==> config.mk <==
export PLATFORM = sky130hd
export DESIGN_NAME = lsu_mem_ctrl
export DESIGN_NICKNAME = d
export VERILOG_FILES = /design/src/rtl/lsu_pkg.sv /design/src/rtl/lsu_align.sv /design/src/rtl/lsu_mem_ctrl.sv
export SDC_FILE = /design/constraint.sdc
export NUM_CORES = 1
export LEC_CHECK = 0
export ABC_AREA = 0
export CORE_AREA = 2 2 151 153
export DETAILED_ROUTE_END_ITERATION = 12
export DIE_AREA = 0 0 153 155
export PLACE_DENSITY_LB_ADDON = 0.15
export SLEW_MARGIN = 5
export SYNTH_ARGS = -nofsm -noshare
export SYNTH_HDL_FRONTEND = slang
export SYNTH_HIERARCHICAL = 1
export SYNTH_SLANG_ARGS = --single-unit
==> constraint.sdc <==
create_clock -name clk -period 4.9 [get_ports clk]
set_input_delay 0.98 -clock clk [delete_from_list [all_inputs] [get_ports clk]]
set_output_delay 0.98 -clock clk [all_outputs]
set_load 0.005 [all_outputs]
==> src/rtl/lsu_pkg.sv <==
// Shared definitions for the load/store unit: RV32I size/sign encodings and controller states.
package lsu_pkg;
  localparam logic [2:0] F3_B  = 3'b000;
  localparam logic [2:0] F3_H  = 3'b001;
  localparam logic [2:0] F3_W  = 3'b010;
  localparam logic [2:0] F3_BU = 3'b100;
  localparam logic [2:0] F3_HU = 3'b101;

  typedef enum logic [1:0] {IDLE, REQ, RSP, DONE} lsu_state_t;
endpackage

==> src/rtl/lsu_align.sv <==
// Byte-lane datapath: store replication and byte enables, load extraction/extension, legality.
module lsu_align
  import lsu_pkg::*;
#(
  parameter int WIDTH = 32
) (
  input  logic [2:0]       i_f3,
  input  logic [1:0]       i_off,
  input  logic [WIDTH-1:0] i_wdata,
  input  logic [WIDTH-1:0] i_rdata,
  output logic [WIDTH-1:0] o_wdata,
  output logic [3:0]       o_be,
  output logic [WIDTH-1:0] o_rdata,
  output logic             o_legal
);
  logic [7:0]  w_byte;
  logic [15:0] w_half;

  assign w_byte = i_rdata[8*i_off +: 8];
  assign w_half = i_rdata[16*i_off[1] +: 16];

  always_comb begin
    o_legal = 1'b0;
    case (i_f3)
      F3_B, F3_BU: o_legal = 1'b1;
      F3_H, F3_HU: o_legal = ~i_off[0];
      F3_W:        o_legal = (i_off == 2'b00);
      default:     o_legal = 1'b0;
    endcase
  end

  // Stores replicate the datum into every lane; the byte enables pick the live one.
  always_comb begin
    o_wdata = i_wdata;
    o_be    = 4'hF;
    case (i_f3[1:0])
      2'b00: begin
        o_wdata = {4{i_wdata[7:0]}};
        o_be    = 4'b0001 << i_off;
      end
      2'b01: begin
        o_wdata = {2{i_wdata[15:0]}};
        o_be    = 4'b0011 << i_off;
      end
      default: begin
        o_wdata = i_wdata;
        o_be    = 4'hF;
      end
    endcase
  end

  always_comb begin
    o_rdata = i_rdata;
    case (i_f3)
      F3_B:    o_rdata = {{(WIDTH-8){w_byte[7]}}, w_byte};
      F3_BU:   o_rdata = {{(WIDTH-8){1'b0}}, w_byte};
      F3_H:    o_rdata = {{(WIDTH-16){w_half[15]}}, w_half};
      F3_HU:   o_rdata = {{(WIDTH-16){1'b0}}, w_half};
      default: o_rdata = i_rdata;
    endcase
  end
endmodule

==> src/rtl/lsu_mem_ctrl.sv <==
// Load/store controller: valid/ready request, response capture, pipeline stall and exception.
module lsu_mem_ctrl
  import lsu_pkg::*;
#(
  parameter int WIDTH = 32
) (
  input  logic             clk,
  input  logic             rst_n,
  input  logic             MemReqM,
  input  logic             MemWriteM,
  input  logic [2:0]       Funct3M,
  input  logic [WIDTH-1:0] AddrM,
  input  logic [WIDTH-1:0] WriteDataM,
  output logic             StallM,
  output logic             ExcM,
  output logic [WIDTH-1:0] ReadDataW,
  output logic             mem_req_valid,
  input  logic             mem_req_ready,
  output logic             mem_we,
  output logic [WIDTH-1:0] mem_addr,
  output logic [WIDTH-1:0] mem_wdata,
  output logic [3:0]       mem_be,
  input  logic             mem_rsp_valid,
  input  logic [WIDTH-1:0] mem_rdata
);
  lsu_state_t       r_state;
  logic [2:0]       r_f3;
  logic [1:0]       r_off;
  logic [2:0]       w_f3;
  logic [1:0]       w_off;
  logic [WIDTH-1:0] w_st_wdata;
  logic [WIDTH-1:0] w_ld_data;
  logic [3:0]       w_st_be;
  logic             w_legal;
  logic             w_idle_req;

  // The aligner sees live inputs in IDLE (legality, store format) and the latched access afterwards.
  assign w_f3  = (r_state == IDLE) ? Funct3M    : r_f3;
  assign w_off = (r_state == IDLE) ? AddrM[1:0] : r_off;

  lsu_align #(.WIDTH(WIDTH)) u_align (
    .i_f3    (w_f3),
    .i_off   (w_off),
    .i_wdata (WriteDataM),
    .i_rdata (mem_rdata),
    .o_wdata (w_st_wdata),
    .o_be    (w_st_be),
    .o_rdata (w_ld_data),
    .o_legal (w_legal)
  );

  assign w_idle_req = rst_n && (r_state == IDLE) && MemReqM;
  assign ExcM       = w_idle_req && !w_legal;
  assign StallM     = (w_idle_req && w_legal) || (r_state == REQ) || (r_state == RSP);

  always_ff @(posedge clk or negedge rst_n) begin
    if (!rst_n) begin
      r_state       <= IDLE;
      r_f3          <= 3'b000;
      r_off         <= 2'b00;
      ReadDataW     <= '0;
      mem_req_valid <= 1'b0;
      mem_we        <= 1'b0;
      mem_addr      <= '0;
      mem_wdata     <= '0;
      mem_be        <= 4'h0;
    end else begin
      case (r_state)
        IDLE: if (MemReqM && w_legal) begin
          r_state       <= REQ;
          r_f3          <= Funct3M;
          r_off         <= AddrM[1:0];
          mem_req_valid <= 1'b1;
          mem_we        <= MemWriteM;
          mem_addr      <= {AddrM[WIDTH-1:2], 2'b00};
          mem_wdata     <= MemWriteM ? w_st_wdata : '0;
          mem_be        <= MemWriteM ? w_st_be : 4'hF;
        end
        REQ: if (mem_req_ready) begin
          mem_req_valid <= 1'b0;
          r_state       <= mem_we ? DONE : RSP;
        end
        RSP: if (mem_rsp_valid) begin
          ReadDataW <= w_ld_data;
          r_state   <= DONE;
        end
        DONE: r_state <= IDLE;
        default: r_state <= IDLE;
      endcase
    end
  end
endmodule

# Yosys cells after proc, flatten, opt, wreduce, memory -nomap -nowiden
# Cells that the tools add are included.
# word_totals
reg_bits,107
in_bits,105
output_inout_bits,104
elab_cells,60
# classes
n_eq_ne,11
shifts,4
muxes,16
n_bitwise,1
reduce_logical,19
# ops
cell,n
$pmux W32 S4,1
$pmux W32 S2,1
$mux W32,1
$shiftx A32 B6 Y16,1
$shiftx A32 B6 Y8,1
$mux W2,4
$pmux W2 S4,1
$pmux W4 S2,1
$eq A3 B3 Y1 const B,2
$logic_not A2 Y1,3
$reduce_and A3 Y1,2
$logic_and A1 B1 Y1,5
$eq A2 B1 Y1 const B,2
$eq A2 B2 Y1 const B,2
$mux W4,1
$ne A2 B2 Y1 const B,2
$reduce_and A2 Y1,2
$reduce_or A2 Y1,2
$shl A1 B2 Y4 const A,1
$shl A2 B2 Y4 const A,1
$eq A3 B1 Y1 const B,1
$eq A3 B2 Y1 const B,1
$logic_not A3 Y1,1
$mux W1,3
8 further kinds,9

# Depth between registers and ports, before layout
# depth
depth_word,8
depth_mapped,16
mapped_depth_nobuf,9

# By module
# Netlist, hierarchy kept.
# modules_own_cells
mod,instances,cells_per_inst,area_each_um2
lsu_mem_ctrl,1,410,4276.6
lsu_align,1,170,1192.4

# Worst setup path after synthesis
# OpenSTA, ideal clock, no wires.
# synth_timing
kind,input-to-output
startpoint,input port Funct3M[0]
endpoint,output port StallM
arrival_ns,2.855
t_required_ns,3.920
setup_slack_ns,1.065
stages,9
path_buffers,5
cell_sequence,mux2_2 buf_2 buf_2 buf_2 o41ai_1 and3_1 buf_2 buf_6 a211o_1
# synth_between
elab_chain_cells,7
elab_cells_between_ends,12
cone_classes,eq/ne (4); mux (2); reduce/logical (6)
# synth_lines
item,line_no,text
start: declaration,lsu_mem_ctrl.sv:11,"input logic [2:0] Funct3M,"
$mux W3 (*),lsu_mem_ctrl.sv:38,assign w_f3 = (r_state == IDLE) ? Funct3M : r_f3;
$eq A3 B1 Y1 (tied with other cells),lsu_align.sv:24,case (i_f3)
$reduce_or A2 Y1,lsu_align.sv:24,
$pmux W1 S3 (*),lsu_align.sv:24,
via w_legal,lsu_mem_ctrl.sv:34,logic w_legal;
$logic_and A1 B1 Y1 (*),lsu_mem_ctrl.sv:54,assign StallM = (w_idle_req && w_legal) || (r_state == REQ) || (r_state == RSP);
$logic_or A1 B1 Y1 (*) (2 in series),lsu_mem_ctrl.sv:54,
end: declaration,lsu_mem_ctrl.sv:14,"output logic StallM,"
# Mark *: on every way through the listed nets, which the timed path passes. The rest lies on a longest branch.

# Worst setup path in the final report
# layout_timing
startpoint,input port Funct3M[2]
endpoint,output port StallM
# layout_between
elab_chain_cells,7
elab_cells_between_ends,12
cone_classes,eq/ne (4); mux (2); reduce/logical (6)
# layout_lines
item,line_no,text
$mux W3 (*),lsu_mem_ctrl.sv:38,
via w_f3[2],lsu_mem_ctrl.sv:29,logic [2:0] w_f3;
$eq A3 B1 Y1 (tied with other cells),lsu_align.sv:24,
$reduce_or A2 Y1,lsu_align.sv:24,
$pmux W1 S3 (*),lsu_align.sv:24,
via w_legal,lsu_mem_ctrl.sv:34,
$logic_and A1 B1 Y1 (*),lsu_mem_ctrl.sv:54,
$logic_or A1 B1 Y1 (*) (2 in series),lsu_mem_ctrl.sv:54,
# Marks and branches as above.

==> impl_metrics.tcl <==
set metrics [dict create \
    hold_viol 0 \
    path_max_fanout 6 \
    max_freq_mhz 241 \
    startpoint "Funct3M[2]" \
    area_growth_pct 46.0 \
    final_layout_size_suffix_gt1_frac 0.119 \
    dr_total_vias 4826 \
    tightest_slew_ps 801 \
    drc 0 \
    rr_endpoint "mem_wdata[17]" \
    final_util 0.359 \
    die_x_um 153 \
    routed_wl_mm 17.8 \
    cp_data_required_time_ps 3920 \
    max-clock-path-buffers 2 \
    finalSetupTns_ps 0 \
    die_h_um 155 \
    synth_enable_flop_cells 0 \
    fin_crit_ps 4150 \
    hpwl_mm 13.0 \
    preCtsSetupSlack_ps 771 \
    drv_cap 0 \
    drtIter0Drc 254 \
    critPathSlowestCell "clkdlybuf4s50_1" \
    grt_use_met2 0.239 \
    rsz0062_at_grt "no" \
    syn_area_per_cell_um2 9.43 \
    syn-cell-area_um2 5470 \
    slew_viol_final 0 \
    whs_ps 467 \
    grt_max_degree 78 \
    die-area_um2 23700 \
    critical_path.max_stage_delay_ps 500 \
    crit_end "StallM" \
    grt_antenna_before_repair 0 \
    antennaDiodeCount 0 \
    rrSetupSlack_ps 1680 \
    h-tree-depth 3 \
    grt_pass1_wl_mm 28.3 \
    min_period_over_period 0.848 \
    setup_slack_ps 745 \
    status "complete, no violations" \
    finalSetupViolations 0 \
    coreArea_um2 22200 \
    rows 55 \
    synth-seq-cells 107 \
    final_cell_mix "clkdlybuf4s50_1 (205), nand2_1 (183), dfrtp_1 (107)" \
    tritoncts "done" \
    power.density_nw_per_um2 620 \
    holdCritPathClass "reg2reg" \
    overflow 0 \
    clk_pin_slew_ps 70 \
    cts_resized 0 \
    use_met3 0.0465 \
    crit_top_cell "clkdlybuf4s50_1" \
    postCtsSetupRepairBufs 0 \
    async_flop_share 1.00 \
    worstPathArrival_ps 3170 \
    cts_num_sinks 107 \
    cp-end-kind "output pin" \
    p_leak_nw 3.56 \
    viasPerCell 4.60 \
    worstSetupPathType "in2out" \
    track_usage 0.150 \
    ys_seq_area_frac 0.490 \
    relSlewSlack 0.466 \
    fin_nets 868 \
    regToRegStartpoint "r_state[0]" \
    cts_root_buf "clkbuf_16" \
    hold_path_depth 2 \
    grt_pass1_vias 5017 \
    clkLatencyLatePin_ps 360 \
    reg2reg_depth 9 \
    ys_types 42 \
    first_pass_iters 4 \
    ioPinCount 209 \
    hp-start "mem_wdata[12]" \
    vdd_ir_drop_max_mv 0.253 \
    synth_flop_cell "dfrtp_1" \
    io_buffers 206 \
    start_util 0.246 \
    grtUsageMet1 0.193 \
    gp_congestion 0.858 \
    yosys_warnings 6 \
    post_drt_wl_per_cell_um 17.0 \
    ant_nets 0 \
    skew_ps 11.3 \
    worstPathCellList "clkdlybuf4s50_1, mux2_2, o41ai_1, buf_4, and3_2, a211o_1, clkdlybuf4s50_1" \
    cts_made_buffers 9 \
    start_kind "input port" \
    cts_hold_buf 0 \
    grt-busiest-layer "met2" \
    layout_commonest_cell "clkdlybuf4s50_1" \
    syn_inst 580 \
]
==> worst max-delay path, delay by kind of cell <==
family | cells | cell delay [ps]
AOI/OAI and AO/OA | 2 | 510
buffers and inverters | 3 | 1140
muxes | 1 | 350
and+or+nand+nor | 1 | 200
==> worst min-delay path by stage <==
stage | end | slack, ps
after floorplan | r_f3[0] | 440
after CTS | mem_wdata[12] | 470
after detailed placement | mem_wdata[12] | 460
after global placement | mem_wdata[13] | 450
after global routing | r_off[0] | 500
final | mem_wdata[12] | 470
==> through the flow <==
step | power [mW] | instances | instance area (µm²)
global route | 5.38 | 1049 | 7990
global placement | 4.23 | 1033 | 7700
finish | 4.95 | 1049 | 7990
CTS | 5.04 | 1049 | 7990
detailed placement | 4.27 | 1033 | 7700
floorplan | 2.99 | 581 | 5470
==> kinds of logic after synthesis <==
| group | count (synthesis) | share of synthesized area |
|---|---|---|
| adders and majority gates | 4 | 0.00915 |
| buffers and inverters | 60 | 0.0579 |
| DFF | 107 | 0.490 |
| AOI/OAI and AO/OA | 76 | 0.0949 |
| and+or+nand+nor | 258 | 0.197 |
| muxes | 74 | 0.151 |
| other | 1 | 0.000686 |
==> state kept, by name, summed over array words and instances, names as in the netlist, 2 cells and up <==
| name | cells |
|---|---|
| mem_be | 4 |
| mem_addr | 30 |
| ReadDataW | 32 |
| r_f3 | 3 |
| mem_wdata | 32 |
| r_state | 2 |
| r_off | 2 |
==> where the power goes <==
| part | internal [mW] | switching, mW | leakage [nW] |
|---|---|---|---|
| clock | 0.396 | 0.337 | 0.143 |
| sequential | 1.29 | 0.222 | 1.33 |
| combinational | 1.44 | 1.26 | 2.08 |
==> cell usage after synthesis, drive strengths merged, types with 2 or more instances <==
| master | n | area share |
|---|---|---|
| ha | 4 | 0.0092 |
| a31oi | 4 | 0.0046 |
| o21a | 4 | 0.0055 |
| nor2b | 4 | 0.0046 |
| a211oi | 13 | 0.018 |
| a221o | 7 | 0.013 |
| o21ai | 30 | 0.027 |
| buf | 36 | 0.041 |
| nand3 | 34 | 0.031 |
| nor2 | 25 | 0.018 |
| mux2i | 17 | 0.031 |
| inv | 10 | 0.0069 |
| and3 | 2 | 0.0023 |
| nor3 | 2 | 0.0027 |
| a22o | 4 | 0.0064 |
| dfrtp | 107 | 0.49 |
| mux2 | 56 | 0.12 |
| nor3b | 2 | 0.0037 |
| nand2 | 183 | 0.13 |
| a2bb2oi | 6 | 0.0096 |
| a21oi | 2 | 0.0018 |
| clkbuf | 14 | 0.0096 |
| nand3b | 2 | 0.0027 |
==> layout make-up <==
| type | count | area (µm²) |
|---|---|---|
| multi-input cells | 414 | 2480 |
| well taps | 285 | 357 |
| repair buffers | 217 | 2140 |
| clock inverters | 5 | 53.8 |
| fillers | 2251 | 14200 |
| inverters | 10 | 37.5 |
| flip-flops and latches | 107 | 2680 |
| clock buffers | 11 | 233 |
==> routing by layer <==
layer | share of wire | wire length, µm | vias to the layer above
li1 | - | - | 2312
met1 | 0.44 | 7890 | 2299
met2 | 0.46 | 8160 | 185
met3 | 0.078 | 1400 | 30
met4 | 0.022 | 386 | 0
met5 | 0 | 0 | -
Note: power is estimated with default switching activity, not from simulation.
